[src/rtl/fx_slave.sv]
// fx_slave: byte-wide register slave on the fx bus with a free-running
// microsecond counter and a small byte-stream FIFO. It responds to the
// 256-byte window whose upper address byte equals mod_id.
module fx_slave #(
    parameter logic [7:0] VERSION    = 8'h11,
    parameter int         FIFO_DEPTH = 8
) (
    input  logic        clk_sys,
    input  logic        rst,
    input  logic        pluse_us,
    input  logic [7:0]  mod_id,
    input  logic [15:0] fx_waddr,
    input  logic        fx_wr,
    input  logic [7:0]  fx_data,
    input  logic        fx_rd,
    input  logic [15:0] fx_raddr,
    output logic [7:0]  fx_q,
    output logic [7:0]  ctrl_out,
    output logic [7:0]  st_data,
    output logic        st_valid,
    input  logic        st_ready
);

    localparam int AW = $clog2(FIFO_DEPTH);
    localparam int CW = AW + 1;

    // Register offsets inside the module window
    localparam logic [7:0] OFF_VERSION = 8'h00;
    localparam logic [7:0] OFF_CTRL    = 8'h01;
    localparam logic [7:0] OFF_STATUS  = 8'h02;
    localparam logic [7:0] OFF_TIME_L  = 8'h03;
    localparam logic [7:0] OFF_TIME_H  = 8'h04;
    localparam logic [7:0] OFF_FIFO    = 8'h05;
    localparam logic [7:0] OFF_OVF     = 8'h06;

    logic [7:0]    ctrl;
    logic [15:0]   time_us;
    logic [7:0]    time_h;
    logic [7:0]    ovf;
    logic [7:0]    mem [FIFO_DEPTH];
    logic [AW-1:0] wr_ptr;
    logic [AW-1:0] rd_ptr;
    logic [CW-1:0] count;

    logic       wr_hit;
    logic       rd_hit;
    logic [7:0] wr_off;
    logic [7:0] rd_off;
    logic       empty;
    logic       full;
    logic       ovf_nz;
    logic       pop;
    logic       push_req;
    logic       push_ok;
    logic       ovf_inc;
    logic       ovf_clr;
    logic [7:0] rd_mux;

    // Overflow counter sticks at its maximum instead of wrapping
    function automatic logic [7:0] sat_inc8(input logic [7:0] v);
        return (v == 8'hFF) ? v : v + 8'd1;
    endfunction

    assign wr_hit = fx_wr && (fx_waddr[15:8] == mod_id);
    assign rd_hit = fx_rd && (fx_raddr[15:8] == mod_id);
    assign wr_off = fx_waddr[7:0];
    assign rd_off = fx_raddr[7:0];

    assign empty  = (count == '0);
    assign full   = (count == CW'(FIFO_DEPTH));
    assign ovf_nz = (ovf != 8'h00);

    // st_valid is forced low while reset is held so no pop can happen then
    assign st_valid = !empty && !rst;
    assign st_data  = mem[rd_ptr];
    assign pop      = st_valid && st_ready;

    // A pop in the same cycle frees a slot, so a push at full still lands
    assign push_req = wr_hit && (wr_off == OFF_FIFO);
    assign push_ok  = push_req && (!full || pop);
    assign ovf_inc  = push_req && full && !pop;
    assign ovf_clr  = wr_hit && (wr_off == OFF_OVF);

    assign ctrl_out = ctrl;

    // Read data selection from the current (pre-write) register values
    always_comb begin
        rd_mux = 8'h00;
        if (rd_hit) begin
            case (rd_off)
                OFF_VERSION: rd_mux = VERSION;
                OFF_CTRL:    rd_mux = ctrl;
                OFF_STATUS:  rd_mux = {5'b0, ovf_nz, full, empty};
                OFF_TIME_L:  rd_mux = time_us[7:0];
                OFF_TIME_H:  rd_mux = time_h;
                OFF_FIFO:    rd_mux = 8'(count);
                OFF_OVF:     rd_mux = ovf;
                default:     rd_mux = 8'h00;
            endcase
        end
    end

    // Register file, timer, TIME_H shadow, overflow counter and read port
    always_ff @(posedge clk_sys) begin
        if (rst) begin
            ctrl    <= 8'h00;
            time_us <= 16'h0000;
            time_h  <= 8'h00;
            ovf     <= 8'h00;
            fx_q    <= 8'h00;
        end else begin
            if (wr_hit && (wr_off == OFF_CTRL))
                ctrl <= fx_data;
            if (pluse_us)
                time_us <= time_us + 16'd1;
            if (rd_hit && (rd_off == OFF_TIME_L))
                time_h <= time_us[15:8];
            if (ovf_clr)
                ovf <= 8'h00;
            else if (ovf_inc)
                ovf <= sat_inc8(ovf);
            if (fx_rd)
                fx_q <= rd_mux;
        end
    end

    // FIFO pointers and occupancy; pointers wrap modulo the depth
    always_ff @(posedge clk_sys) begin
        if (rst) begin
            wr_ptr <= '0;
            rd_ptr <= '0;
            count  <= '0;
        end else begin
            if (push_ok)
                wr_ptr <= wr_ptr + 1'b1;
            if (pop)
                rd_ptr <= rd_ptr + 1'b1;
            case ({push_ok, pop})
                2'b10:   count <= count + 1'b1;
                2'b01:   count <= count - 1'b1;
                default: count <= count;
            endcase
        end
    end

    // FIFO storage carries data only, so it is left out of reset
    always_ff @(posedge clk_sys) begin
        if (push_ok)
            mem[wr_ptr] <= fx_data;
    end

endmodule

[config.mk]
export PLATFORM = sky130hd
export DESIGN_NAME = fx_slave
export DESIGN_NICKNAME = d
export VERILOG_FILES = /design/src/rtl/fx_slave.sv
export SDC_FILE = /design/constraint.sdc
export NUM_CORES = 1
export LEC_CHECK = 0
export ABC_AREA = 1
export CORE_MARGIN = 4
export CORE_UTILIZATION = 68
export CTS_CLUSTER_SIZE = 8
export DETAILED_ROUTE_END_ITERATION = 10
export DONT_BUFFER_PORTS = 1
export MAX_ROUTING_LAYER = met4
export PLACE_DENSITY = 0.93
export SLEW_MARGIN = 20
export SYNTH_ARGS = -nofsm -noshare
export SYNTH_HDL_FRONTEND = slang
export SYNTH_SLANG_ARGS = --single-unit
[constraint.sdc]
create_clock -name clk_sys -period 5.1 [get_ports clk_sys]
set_clock_uncertainty 0.1 [all_clocks]
set_input_delay 1.02 -clock clk_sys [delete_from_list [all_inputs] [get_ports clk_sys]]
set_output_delay 1.02 -clock clk_sys [all_outputs]
set_load 0.02 [all_outputs]
* Yosys cells after proc, flatten, opt, wreduce, memory -nomap -nowiden
Memories as Yosys holds them, arrays and structs flattened. A register that Yosys moved wholly into a read port is not among the register bits.
Cells that the tools add are included.
** Operators by class
- $lt $le $gt $ge :: 0
- Multiply operators :: 0
- Multiplexer cells :: 7
- Bitwise gates (word level) :: 1
- Add/sub/neg operators :: 6
- Shifts and indexed selects :: 0
- Reductions and logical operators :: 22
- Equal/unequal tests :: 15
- Div/mod/pow operators :: 0
** Operator list (count)
- 8-bit one-hot mux with 7 select lines :: 1
- 8-bit by 3-bit == test with 1-bit output (second input constant) :: 5
- 16-bit by 1-bit adder with 16-bit output (second input constant) :: 1
- 8-bit by 1-bit == test with 1-bit output (second input constant) :: 2
- 8-bit by 2-bit == test with 1-bit output (second input constant) :: 2
- 8-bit == test :: 2
- 1-bit logical AND :: 11
- 8-bit by 1-bit adder with 8-bit output (second input constant) :: 1
- 8-bit == test (second input constant) :: 1
- 8-bit logical NOT :: 1
- 8-bit two-way mux :: 1
- 4-bit one-hot mux with 2 select lines :: 1
- 8-bit nonzero test :: 1
- 3-bit by 1-bit adder with 3-bit output (second input constant) :: 2
- 3-bit two-way mux :: 2
- 4-bit by 1-bit adder with 4-bit output (second input constant) :: 1
- 4-bit == test (second input constant) :: 1
- 1-bit logical NOT :: 4
- 4-bit logical NOT :: 1
- 4-bit by 1-bit subtractor with 4-bit output (second input constant) :: 1
- 2-bit by 1-bit == test with 1-bit output (second input constant) :: 1
- 2-bit == test (second input constant) :: 1
- 1-bit two-way mux :: 2
- 2-bit AND reduction :: 1
- other kinds (4) :: 4
** Storage, ports and cells
- Latch bits :: 0
- Memories :: 1
- Bits in writable memories :: 64
- Logic and storage cells :: 60
- Output and inout bits :: 25
- ROM bits :: 0
- Bits of input ports :: 54
- Flip-flop bits (word level) :: 58
** Memory list
- mem :: depth 8, width 8, read ports 1, clocked after memory_dff 1, write ports 1, RTL line 40 : logic [7:0] mem [FIFO_DEPTH];

* Longest topological paths before layout
Gate-level depths: netlist of the first run.
- Depth after elaboration :: 8
- Depth in mapped cells :: 17
- Depth with buffers taken out :: 17

* Worst setup path after synthesis of the first run
OpenSTA, ideal clock, no wires.
- Path type :: input-to-reg
- Start :: in fx_waddr[0]
- End :: mem mem[6][0] (enable)
- Library setup time :: 0.383 ns
- Path slack :: 2.142 ns
- Stages on the path :: 9
- Arrival time :: 2.475 ns
- Cells stage by stage :: inv_1 -> or2_1 -> nor2_4 -> nand2_2 -> inv_2 -> nand3_4 -> clkinv_2 -> nand2_4 -> nor3_1
** Between the ends
- Cells in the longest elaborated chain, start to end :: 5
** RTL lines
- from (decl) :: RTL line 12 : input logic [15:0] fx_waddr,
- 8-bit by 3-bit == test with 1-bit output :: RTL line 79 : assign push_req = wr_hit && (wr_off == OFF_FIFO);
- 1-bit logical AND :: RTL line 79
- 1-bit logical AND :: RTL line 80 : assign push_ok = push_req && (!full || pop);
- 1-bit two-way mux :: RTL line 148 : if (push_ok)
- 1-bit two-way mux (not written as such) :: RTL line 149 : mem[wr_ptr] <= fx_data;
- to (decl) :: RTL line 40
Every way passes these cells.

==> impl.org, run 1 <==
** Clocking
- At the later pin of the worst-skew pair, clock insertion delay measures 0.52 ns.
- Post-CTS clock slew at the launch and capture registers of the worst setup and hold paths :: 0.06 ns
- CTS root buffer :: clkbuf_8
- TritonCTS created 17 clock buffers.
- TritonCTS built the clock tree.
- CTS saw 125 sinks.
- After clock tree synthesis, the repair step resized 0 gates.
- Post-CTS timing repair inserted 0 buffers for setup.
- The clock tree synthesis step divided the H-tree into 4 levels.
- CTS Hold Buffers Added :: 0
- Maximum clock insertion buffer count :: 2

** Hold path
- Class of the most critical hold timing path :: register to register
- Counting instances, the worst hold path has a depth of 1.
- Startpoint of the most critical hold path :: rd_ptr[2]$_SDFFE_PP0P_

** STA
- Normalized max-slew margin :: 28.21%
- Counting I/O delays and the setup requirement, the final critical path takes 3.579 ns.
- The total count of max-transition violations in the final report was 0.
- Final setup viols :: 0
- Max frequency :: 279.4 MHz
- In the final timing run, aggregate negative setup slack is 0 ns.
- Unrepaired setup endpoints after global routing :: false
- Dividing the final minimum period by the clock period gives 70.18%.
- For the pin with the worst max-slew slack, the measured transition is 1.069 ns.
- Final hold vios :: 0

** Floorplanning
- Num rows :: 34
- The floorplan step defined a die boundary enclosing 10690 µm².
- The initial utilization of the core area, before any placement, comes to 70.23%.
- The floorplan step defined a core boundary enclosing 8806 µm².
- During I/O placement, the number of pins put on the boundary was 79.
- In this run the vertical extent of the chip is 103.4 µm.
- The floorplan step set the die width to 103.4 µm.

** Synthesis
- A synthesized cell averages 8.302 µm².
- Primary FF master, synth :: edfxtp_1
- Number of distinct library cells after synthesis :: 40
- In the synthesized netlist, the number of instances is 745.
- After synthesis the netlist holds a flip-flop and latch count of 125.
- Number of warnings reported in the yosys synthesis log :: 0
- Sequential area share after synthesis :: 50.82%
- Of the post-synthesis cell area, the dominant cell type holds 31.07%.
- The synthesized design contains 64 enable-type register cells.
- Post-synth ARST share :: 0%
- The synthesized netlist occupies a cell area of 6185 µm².
- Sorting the synthesized cells by area gives the leading types as edfxtp_1 (31%), dfxtp_1 (20%), nand2_1 (7.5%), nor2_1 (7.2%), inv_1 (5.8%).
- Counting every net in the synthesized netlist gives 807.
- The largest total area in the synthesized netlist belongs to edfxtp_1.
- Counting instances in the post-synthesis netlist gives the leading cell types as nand2_1 (124), nor2_1 (119), inv_1 (96), edfxtp_1 (64), o21ai_0 (62).
- Most frequent cell after synthesis :: nand2_1

** Worst setup path
- Of all nets on the critical path, the largest fanout is 17.
- Launching element type of the critical path :: register
- Arrival time at the worst endpoint :: 2.46 ns
- For the worst flop-to-flop path, the logic depth is 8.
- Destination of the worst register-to-register timing path :: mem[4][6]$_DFFE_PP_
- Worst reg2reg setup slack :: 2.57 ns
- STA classifies the critical path endpoint as an output port.
- In this run the critical register-to-register path is launched from count[2]$_SDFFE_PP0P_.
- STA puts the critical path data required time at 3.98 ns.
- By startpoint and endpoint, the worst setup path is classified as register to output port.

** GRT
- Vias in the first global route :: 5124
- Overflow left after global routing :: 0
- The first global-routing pass estimated 23500 µm of wire.
- Number of antenna violations at the first check in global routing :: 0
- Total routing resource utilization after global routing :: 29.72%
- Entering global routing, the biggest net connects 34 pins.

** Status
- The flow ran to the end, and the final reports show no timing, DRC or antenna violations.

** Cells and area
- The net count of the finished layout is 809.
- The multi-input combinational cells in the finished layout cover a total of 2571 µm².
- Antenna diode instance count :: 0
- Compared with the post-synthesis result, the final layout area differs by 9.974%.
- Layout filler cell count :: 556
- Fraction of final layout cells sized beyond drive strength 1 :: 11.58%
- The sequential cells in the finished layout cover a total of 3143 µm².

** Power
- Per report_power, the clock group accounts for 49.5% of the total.
- Power per unit of standard cell area :: 326.9 nW/µm²
- Fraction of power spent switching nets :: 24.02%
- Overall power :: 2223 µW
- P_leak :: 0.002611 µW
- In this run the power spent charging and discharging nets is 534.1 µW.
- Sequential cells account for 47.6% of the total power.
- Internal power :: 1689 µW
- Combinational share of power :: 2.9%
- Worst ir drop on vdd :: 0.0002200 V

** Detailed routing
- In the final routed layout, each cell accounts on average for 17.26 µm.
- Number of nets still failing antenna checks after routing :: 0
- After detailed routing, the total wire length is 14980 µm.
- DRC viols :: 0
- Via-to-Cell Ratio :: 6.016
- After detailed routing, no signal wire sits above met4.
- Summed over all nets, wire length on met2 after detailed routing comes to 7714 µm.
- Iteration-0 DRC count of the detailed router :: 408
- Number of optimization iterations in the first detailed-route pass :: 7
- Total via count after detailed routing :: 5222
- Routed wire length on met3 :: 1424 µm
- For this block, wires on met1 add up to 5437 µm.

** Flow run
- Across the run, the number of max-cap violations was 0.

** Placed design
- Detailed placement ended at an HPWL of 10350 µm.
- Number of buffers added on ports :: 0
- At the end of routability-driven placement, the weighted congestion stood at 0.9331.
[worst max path at each step]
stage | depth (start not counted) | slack, ns | to
finish | 5 | 1.52 | st_data[4]
global route | 5 | 1.38 | st_data[4]
CTS | 5 | 1.53 | st_data[4]
detailed placement | 9 | 1.74 | mem[7][4]$_DFFE_PP_
global placement | 9 | 1.96 | mem[5][3]$_DFFE_PP_
floorplan | 9 | 2.14 | mem[6][0]$_DFFE_PP_
[cells by family after synthesis]
logic type | count (synthesis) | synth area share, %
buffers and inverters | 123 | 7.849
and+or+nand+nor | 358 | 28.10
xor gates and xnor gates | 10 | 1.416
adders and majority gates | 8 | 1.619
DFF | 125 | 50.82
AOI/OAI and AO/OA | 121 | 10.20
[power by group through the flow]
| stage | sequential [µW] | combinational, µW | clock, µW |
|---|---|---|---|
| floorplan | 1080 | 53.6 | 0 |
| global placement | 1080 | 58.8 | 0 |
| detailed placement | 1080 | 62.4 | 0 |
| CTS | 1060 | 63.2 | 1100 |
| global route | 1060 | 71.2 | 1150 |
| finish | 1060 | 63.9 | 1100 |
[stage by stage]
step | worst slack (ns) | cells | hold WS, ns | utilization [%] | cell area [µm²]
2_1_floorplan | 2.142 | 745 | 0.3122 | - | 6185
3_3_place_gp | 1.957 | 836 | 0.3268 | 70.87 | 6241
3_5_place_dp | 1.736 | 836 | 0.3421 | 70.87 | 6241
4_1_cts | 1.531 | 868 | 0.3502 | 77.07 | 6787
5_1_grt | 1.381 | 868 | 0.3754 | 77.24 | 6802
6_report | 1.521 | 868 | 0.3603 | 77.24 | 6802
[state kept, by name, summed over array words and instances, names as in the netlist, named ones only]
name / flops
count: 4
ctrl_out: 8
fx_q: 8
mem: 64
ovf: 8
rd_ptr: 3
time_h: 8
time_us: 16
wr_ptr: 3
[per-layer routing]
metal	track usage, %	up-vias
met1	32.51	2402
met3	8.182	41
li1	-	2475
met2	51.03	304
met4	12.05	0
met5	-	-
[critical path, cell delays in order (launching register included)]
cell and delay, ns:
dfxtp_1 0.50, inv_1 0.47, o21ai_0 0.24, o22ai_1 0.22, nor2_1 0.06, a31oi_1 0.44
[area by class of cell]
cell class | instances | area share, %
inverter | 104 | 5.758
clock inverter | 15 | 1.932
clock buffer | 17 | 6.089
timing repair buffer | 2 | 0.2208
multi-input combinational | 497 | 37.80
sequential | 125 | 46.21
tap | 108 | 1.987
[cells in the final DEF, fill, tap and decap left out, drive strengths merged]
master and n:
nand2 134, nor2 132, inv 108, o21ai 65, edfxtp 64, dfxtp 61
a21oi 38, nand3 37, nand4 23, nor3 21, clkbuf 17, clkinv 10
o22ai 8, a31oi 8, ha 8, xor2 6, or2 6, xnor2 4
nor4 4, buf 2, o211ai 1, o21a 1, and3 1, clkinvlp 1
(Power assumes the default switching activity.)
==> inputs of run 2 (changes only) <==
--- a/config.mk
+++ b/config.mk
@@ -5,14 +5,14 @@
 export SDC_FILE = /design/constraint.sdc
 export NUM_CORES = 1
 export LEC_CHECK = 0
-export ABC_AREA = 1
+export ABC_AREA = 0
 export CORE_MARGIN = 4
-export CORE_UTILIZATION = 68
+export CORE_UTILIZATION = 63
 export CTS_CLUSTER_SIZE = 8
 export DETAILED_ROUTE_END_ITERATION = 10
 export DONT_BUFFER_PORTS = 1
 export MAX_ROUTING_LAYER = met4
-export PLACE_DENSITY = 0.93
+export PLACE_DENSITY = 0.88
 export SLEW_MARGIN = 20
 export SYNTH_ARGS = -nofsm -noshare
 export SYNTH_HDL_FRONTEND = slang
==> constraint.sdc (replaced) <==
create_clock -name clk_sys -period 3.4 [get_ports clk_sys]
set_clock_uncertainty 0.1 [all_clocks]
set_input_delay 0.68 -clock clk_sys [delete_from_list [all_inputs] [get_ports clk_sys]]
set_output_delay 0.68 -clock clk_sys [all_outputs]
set_load 0.02 [all_outputs]
==> run 2 against run 1 <==
Register-to-register slack worse by 2.1 ns. Critical path depth is 7 higher. Highest routed layer unchanged. Largest power group unchanged. Critical endpoint is now count[2]$_SDFFE_PP0P_. Sequential cell count stayed put. Combinational power is 6.4% higher. Critical path type is now register to register.
==> impl.org, run 2 <==
** Clocking
- CTS root buffer :: clkbuf_8
- Number of clock sinks seen by CTS :: 125 (unchanged)
- The clock transition at the registers of the reported paths was 0.06 ns (about the same).
- Number of H-tree levels :: 4 (unchanged)
- The number of buffers created by CTS came to 17 (unchanged).
- TritonCTS built the clock tree.
- The quantity of gates resized following cts was 0 (unchanged).
- The setup fix buffers added after clock tree synthesis is 0 (unchanged).
- Clock Latency Late Sink :: 0.51 ns (about the same)
- Maximum clock insertion buffer count :: 2 (unchanged)
- The count of hold buffers inserted by post-cts repair came to 0 (unchanged).

** Synthesis
- Top post-synthesis cells by count :: edfxtp_1 (64), dfxtp_1 (61), nor2_1 (50), mux2i_1 (29), xnor2_1 (23)
- The post-synthesis instance area is 5675 µm² (-8.2%).
- Yosys attributes the largest share of cell area to edfxtp_1 (34%), dfxtp_1 (22%), mux4_2 (6.3%), mux2i_1 (5.1%), xnor2_1 (3.5%).
- Xor-xnor portion of the synthesized cell area :: 5.401% (+4.0 points)
- Number of warnings reported in the yosys synthesis log :: 0 (unchanged)
- Sequential area share after synthesis :: 55.38% (+4.6 points)
- By area, the combinational part of the netlist is dominated by simple AND/OR/NAND/NOR gates.
- Most frequent cell after synthesis :: edfxtp_1
- Number of distinct library cells after synthesis :: 51 (+28%)
- Top cell type's share of synthesized area :: 33.86% (+2.8 points)
- Post-synthesis mux area share :: 13.45% (+13 points)
- The number of synthesized flops with an enable pin came to 64 (unchanged).
- The async set-or-reset flop fraction in the synthesized netlist came to 0% (unchanged).
- Per-instance average area after synthesis :: 12.23 µm² (+47%)
- Basic-gate share of the synthesized area counting and, or, nand and nor cells :: 15.15% (-13 points)
- Post-synth net total :: 526 (-35%)
- For this run, the leading register cell type out of synthesis is edfxtp_1.
- Of all cell types, the one taking the most synthesized area is edfxtp_1.
- The cell count after synthesis is 464 (-38%).
- Post-synthesis compound-gate area fraction :: 7.121% (-3.1 points)
- Post-synthesis share of cell area spent on full adders, half adders and majority gates :: 1.764% (+0.15 points)
- The flip-flop and latch count after synthesis came to 125 (unchanged).

** Worst setup path
- STA classifies the critical path startpoint as a register.
- The delay of the slowest cell on the worst path was 0.62 ns (+0.12 ns).
- The arrival time at the worst endpoint came to 3.29 ns (+0.83 ns).
- Critical path required time :: 3.75 ns (-0.23 ns)
- Among all stages on the critical path, the largest delay is contributed by or4b_4.
- Kind of cell adding the most delay to the critical path :: simple AND/OR/NAND/NOR gates
- The highest fanout seen on the critical path came to 7 (-10).
- Number of buffer and inverter instances along the worst setup path :: 2 (+1)
- Critical path endpoint category :: register
- The critical path is of the register to register type.
- CP Cell Sequence :: or4b_4 > o2111ai_1 > nor4_1 > buf_4 > inv_1 > ha_1 > xor2_1 > ha_1 > a21oi_1 > xor2_1 > or3_1 > a21oi_1

** Power
- The switching share of power was 21.02% (-3.0 points).
- Power per unit of standard cell area :: 525.8 nW/µm² (+61%)
- Combinational share of power :: 2.0% (-0.9 points)
- The maximum VDD drop came to 0.0003067 V (+39%).
- P_leak :: 0.002140 µW (-18%)
- The relative contribution of the clock network to total power is 51.1% (+1.6 points).
- The design internal power came to 2675 µW (+58%).
- The relative contribution of sequential cells to total power came to 46.9% (-0.7 points).
- The net switching power figure came to 712.1 µW (+33%).

** Floorplanning
- Die Area :: 10590 µm² (-0.88%)
- The I/O pin total is 79 (unchanged).
- The initial standard-cell utilization of the core was 64.76% (-5.5 points).
- The width of the die was 102.9 µm (-0.44%).
- Placeable Area :: 8763 µm² (-0.48%)
- The row count was 34 (unchanged).
- Die outline height :: 102.9 µm (-0.44%)

** Cells and area
- P&R area growth vs syn :: 13.51%
- Max FFs per register :: 64 (unchanged)
- Fraction of final layout cells sized beyond drive strength 1 :: 16.90% (+5.3 points)
- NumNets Final :: 546 (-33%)
- Combined flip-flop and latch cell area :: 3143 µm² (unchanged)
- Area of the multi-input gates :: 2434 µm² (-5.4%)
- In the layout the commonest cells are edfxtp_1 (64), dfxtp_1 (61), nor2_1 (50).
- Layout filler cell count :: 572 (+2.9%)
- Antenna diode instance count :: 0 (unchanged)
- Final core utilization :: 73.52% (-3.7 points)
- Most common library cell in the layout ignoring fill and taps :: edfxtp_1
- The register with the most flip-flops in the final layout is mem.
- The largest registers in the layout are mem (64), time_us (16).

** STA
- Final setup viols :: 0 (unchanged)
- The number of endpoints with negative hold slack in the final report is 0 (unchanged).
- Slew of the pin with the lowest slew margin :: 0.7863 ns (-0.2823 ns)
- Static timing analysis puts the maximum clock frequency at 339.7 MHz.
- Shortest period the worst path allows :: 2.944 ns
- The worst path uses 86.59% of the clock period.
- The max-slew headroom at the worst pin came to 47.19% (+19 points).
- Unrepaired setup endpoints after global routing :: false
- Max-slew violation count :: 0 (unchanged)
- Setup_tns :: 0 ns (unchanged)

** Detailed routing
- The first-pass detailed-route iteration total is 5 (-2).
- Sum of routed wire length over all layers :: 12020 µm (-20%)
- The detailed-route vias per instance came to 6.321 (+5.1%).
- The number of routed nets with antenna violations was 0 (unchanged).
- The routed wire length per instance is 19.87 µm (+15%).
- The number of remaining DRC errors came to 0 (unchanged).
- The number of DRC markers in iteration 0 is 172 (-58%).
- The via total after detailed routing is 3824 (-27%).

** GRT
- Number of antenna violations at the first check in global routing :: 0 (unchanged)
- The remaining global-route overflow is 0 (unchanged).
- Largest net degree at the start of global routing :: 50 (+47%)
- The number of global-route vias before repair was 3865 (-25%).
- The wire length of the first global-routing pass is 19370 µm (-18%).
- Total routing resource utilization after global routing :: 24.95% (-4.8 points)

** Placed design
- The final RePlAce weighted congestion is 0.8882 (-4.8%).
- DPL Wire Length :: 8359 µm (-19%)
- Number of buffers added on ports :: 0 (unchanged)

** Status
- The flow ran to the end, and the final reports show no timing, DRC or antenna violations.

** Hold path
- Class of the most critical hold timing path :: input port to register

** Flow run
- The number of violations of the max-capacitance limit was 0 (unchanged).
-- run 2: cell count changes after synthesis, sizes merged, moves of 19 or more --
cell,delta
nand2,-117
nand3,-25
a21oi,-20
mux2i,+29
inv,-94
nor2,-82
o21ai,-55
xnor2,+19
-- run 2: area by class of cell --
class                           count  share of cell area [%]
Multi-Input combinational cell    315                   37.77
Inverter                            8                  0.4661
Timing Repair Buffer               17                   1.981
Clock buffer                       18                   6.487
Tap cell                          108                   2.098
Sequential cell                   125                   48.79
Clock inverter                     14                   2.408
-- run 2: cells by family (layout without fill, tap and decap cells) --
| group | after synthesis | count (layout) |
|---|---|---|
| XOR/XNOR | 35 | 35 |
| AND/OR/NAND/NOR | 156 | 156 |
| AO/OA/AOI/OAI | 61 | 61 |
| flip-flops | 125 | 125 |
| buffers and inverters | 24 | 57 |
| multiplexers | 55 | 55 |
| adder cells (fa/ha/maj) | 8 | 8 |
-- run 2: metal layers --
layer	vias up	share of wire (%)	GRT usage [%]
met1	1867	39	28.92
met5	-	0	-
met4	0	2.2	8.367
met3	21	6.2	6.089
li1	1805	-	-
met2	131	52	42.53
-- run 2: path summary, 6_finish.rpt --
kind / startpoint / to / slack (ns) / cells past startpoint
max: count[0]$_SDFFE_PP0P_ / count[2]$_SDFFE_PP0P_ / 0.46 / 12
min: rst / ovf[3]$_SDFFE_PP0P_ / 0.13 / 1
max reg2reg: count[0]$_SDFFE_PP0P_ / count[2]$_SDFFE_PP0P_ / 0.46 / 12
min reg2reg: time_us[15]$_SDFFE_PP0P_ / time_us[15]$_SDFFE_PP0P_ / 0.39 / 2
-- run 2: power by group through the flow --
stage | logic [µW] | clock network, µW | registers [µW]
after floorplan | 67.6 | 0 | 1620
after global placement | 64.1 | 0 | 1620
after detailed placement | 66.3 | 0 | 1620
after CTS | 67.6 | 1750 | 1590
after global routing | 74.6 | 1820 | 1590
final | 68.0 | 1730 | 1590
-- run 2: through the flow --
stage          setup slack [ns]  area, µm²  hold slack [ns]  total power, µW  instances
2_1_floorplan            0.1462       5675           0.3561             1688        464
5_1_grt                  0.2409       6442           0.1146             3479        605
3_3_place_gp             0.3130       5869           0.3703             1685        573
4_1_cts                  0.4344       6442           0.1141             3405        605
3_5_place_dp             0.1449       5869           0.3895             1688        573
6_report                 0.4560       6442           0.1305             3387        605
==> inputs of run 3 (changes only) <==
--- a/config.mk
+++ b/config.mk
@@ -6,13 +6,12 @@
 export NUM_CORES = 1
 export LEC_CHECK = 0
 export ABC_AREA = 0
-export CORE_MARGIN = 4
-export CORE_UTILIZATION = 63
+export BUFFER_PORTS_ARGS = -buffer_cell sky130_fd_sc_hd__buf_2
+export CORE_UTILIZATION = 45
 export CTS_CLUSTER_SIZE = 8
 export DETAILED_ROUTE_END_ITERATION = 10
-export DONT_BUFFER_PORTS = 1
 export MAX_ROUTING_LAYER = met4
-export PLACE_DENSITY = 0.88
+export PLACE_DENSITY = 0.74
 export SLEW_MARGIN = 20
 export SYNTH_ARGS = -nofsm -noshare
 export SYNTH_HDL_FRONTEND = slang
==> run 3 against run 2 <==
Maximum frequency is 2.9% higher. Via count is 5.8% higher. Critical endpoint is now st_data[4]. Core utilization is 16 points lower. Cell count is 23% higher. Power is 3.4% higher. Die area is 23% higher. Largest cell class unchanged. Sequential power hardly changed. Critical path depth is 9 lower. Count of clock-buffer cells in the layout is 2 higher.
==> impl.org, run 3 (synthesis results as in run 2) <==
** Clocking
- The clock latency on the worst-skew pair came to 0.41 ns (-0.10 ns).
- TritonCTS Buffers :: 17 (unchanged)
- The quantity of gates resized following cts is 0 (unchanged).
- The count of hold buffers inserted by post-cts repair is 0 (unchanged).
- The setup fix buffers added after clock tree synthesis is 0 (unchanged).
- Post-CTS clock slew at the launch and capture registers of the worst setup and hold paths :: 0.05 ns (about the same)
- CTS tree :: done
- Number of H-tree levels :: 4 (unchanged)
- Number of clock sinks seen by CTS :: 125 (unchanged)
- Maximum clock insertion buffer count :: 2 (unchanged)
- Clock tree synthesis selected as its root buffer the cell clkbuf_16.

** Worst setup path
- Reg-to-reg critical path startpoint :: count[1]$_SDFFE_PP0P_
- Kind of critical path :: register to output port
- The highest fanout seen on the critical path came to 16 (+9).
- STA classifies the critical path startpoint as a register.
- Critical path endpoint category :: output port
- The arrival time at the worst endpoint is 2.08 ns (-1.21 ns).
- Critical path required time :: 2.62 ns (-1.13 ns)

** Detailed routing
- Average wire per standard cell :: 16.23 µm (-18%)
- The number of DRC markers in iteration 0 is 333 (+94%).
- Sum of routed wire length over all layers :: 12090 µm (+0.54%)
- Total via count after detailed routing :: 4044 (+5.8%)
- The number of routed nets with antenna violations was 0 (unchanged).
- The number of remaining DRC errors is 0 (unchanged).
- The first-pass detailed-route iteration total is 4 (-1).
- The detailed-route vias per instance came to 5.428 (-14%).

** Floorplanning
- Die Span X :: 114.3 µm (+11%)
- Placeable Area :: 12160 µm² (+39%)
- Num rows :: 40 (+18%)
- The initial standard-cell utilization of the core came to 46.67% (-18 points).
- The I/O pin total was 79 (unchanged).
- Die outline height :: 114.3 µm (+11%)
- Die Area :: 13070 µm² (+23%)

** Hold path
- Class of the most critical hold timing path :: register to register
- The startpoint identified for the worst hold timing path is fx_q[1]$_SDFFE_PP0P_.

** Cells and area
- The sequential cell area was 3143 µm² (unchanged).
- Most flops, register :: mem
- Area of the multi-input gates :: 2434 µm² (unchanged)
- Layout filler cell count :: 995 (+74%)
- Max FFs per register :: 64 (unchanged)
- Antenna diode instance count :: 0 (unchanged)
- Leaving out fill and tap cells, the most frequent cell in the layout is buf_2.
- Compared with the post-synthesis result, the final layout area differs by 22.18%.
- Fraction of final layout cells sized beyond drive strength 1 :: 27.90% (+11 points)
- The top cell types in the final layout, fill and taps aside, are buf_2 (78), edfxtp_1 (64), dfxtp_1 (61).
- The largest registers in the layout are mem (64), time_us (16).
- The final non-filler cell total was 745 (+23%).
- NumNets Final :: 626 (+15%)

** Power
- The net switching power figure came to 713.9 µW (+0.26%).
- Power share of the clock group :: 50.8% (-0.3 points)
- The areal power density over the cells is 505.2 nW/µm² (-3.9%).
- Combinational share of power :: 3.9% (+1.9 points)
- Internal power :: 2789 µW (+4.3%)
- Fraction of power spent switching nets :: 20.38% (-0.64 points)
- The relative contribution of sequential cells to total power was 45.4% (-1.5 points).
- The maximum VDD drop was 0.0003356 V (+9.4%).
- P_leak :: 0.002492 µW (+16%)

** STA
- Final setup viols :: 0 (unchanged)
- The post-layout minimum cycle time was 2.861 ns (-0.08305 ns).
- Setup repair after global routing left no endpoint under its margin.
- The period utilization came to 84.14% (-2.4 points).
- The post-route setup TNS came to 0 ns (unchanged).
- The highest attainable clock frequency was 349.5 MHz (+2.9%).
- Normalized max-slew margin :: 46.41% (-0.78 points)
- The total count of max-transition violations in the final report is 0 (unchanged).
- The measured slew at the worst slew-check pin is 0.7979 ns (+0.01160 ns).
- Final hold vios :: 0 (unchanged)

** GRT
- The global-route usage over all layers came to 20.46% (-4.5 points).
- First-pass GRT wire length :: 19690 µm (+1.6%)
- The number of global-route vias before repair came to 4010 (+3.8%).
- Overflow left after global routing :: 0 (unchanged)
- Largest net degree at the start of global routing :: 49 (-2.0%)
- Number of antenna violations at the first check in global routing :: 0 (unchanged)

** Flow run
- Max-cap violation count :: 0 (unchanged)

** Placed design
- The total instance count after detailed placement is 713 (+24%).
- DPL Wire Length :: 8680 µm (+3.8%)
- The number of buffer cells added on primary ports is 78 (+78).
- Gpl congestion :: 0.8657 (-2.5%)

** Status
- The run finished with clean final reports.
[run 3: cell types whose count changed in the layout (fill, tap and decap cells not counted)]
cell        change
clkinv_4        +1
clkinv_2        +2
clkinvlp_4      -1
inv_6           -6
clkbuf_16       +1
bufinv_16       +1
clkbuf_8        -1
clkinv_1        +1
buf_4           +2
buf_2          +78
clkbuf_1        +2
[run 3: power groups by stage]
stage	logic, µW	clock network (µW)	registers (µW)
6_report	135	1780	1590
5_1_grt	148	1870	1590
4_1_cts	135	1810	1590
3_5_place_dp	134	0	1620
3_3_place_gp	129	0	1620
2_1_floorplan	67.6	0	1620
[run 3: layer usage]
layer  track usage (%)  wire [µm]  vias up
met1             23.36       5142     1950
met3             5.029        513       20
li1                  -          -     1952
met5                 -          0        -
met2             34.63       6210      122
met4             8.052        223        0
[run 3: area by class of cell]
class / instances / share of cell area (%)
sequential: 125 / 45.33
multi-input combinational: 315 / 35.10
timing repair buffer: 97 / 7.687
clock buffer: 20 / 6.297
tap: 168 / 3.031
clock inverter: 12 / 2.129
inverter: 8 / 0.4331
[run 3: final timing paths]
| path | endpoint | cells past startpoint | slack, ns |
|---|---|---|---|
| max reg2reg | count[2]$_SDFFE_PP0P_ | 11 | 0.57 |
| min | fx_q[1]$_SDFFE_PP0P_ | 1 | 0.38 |
| min reg2reg | fx_q[1]$_SDFFE_PP0P_ | 1 | 0.38 |
| max | st_data[4] | 3 | 0.54 |
[run 3: critical path: stages, from the launching register on]
cell,delay (ns)
dfxtp_1,0.80
mux4_2,0.43
mux2_2,0.27
buf_2,0.16
[run 3: metrics by stage]
stage	setup WS [ns]	hold WS [ns]	power [µW]	utilization (%)	area, µm²
floorplan	0.1462	0.3561	1688	-	5675
global placement	0.3224	0.3600	1750	52.21	6350
detailed placement	0.2285	0.3618	1755	52.21	6350
CTS	0.4780	0.3811	3534	57.02	6934
global route	0.3329	0.4161	3607	57.02	6934
finish	0.5391	0.3815	3503	57.02	6934
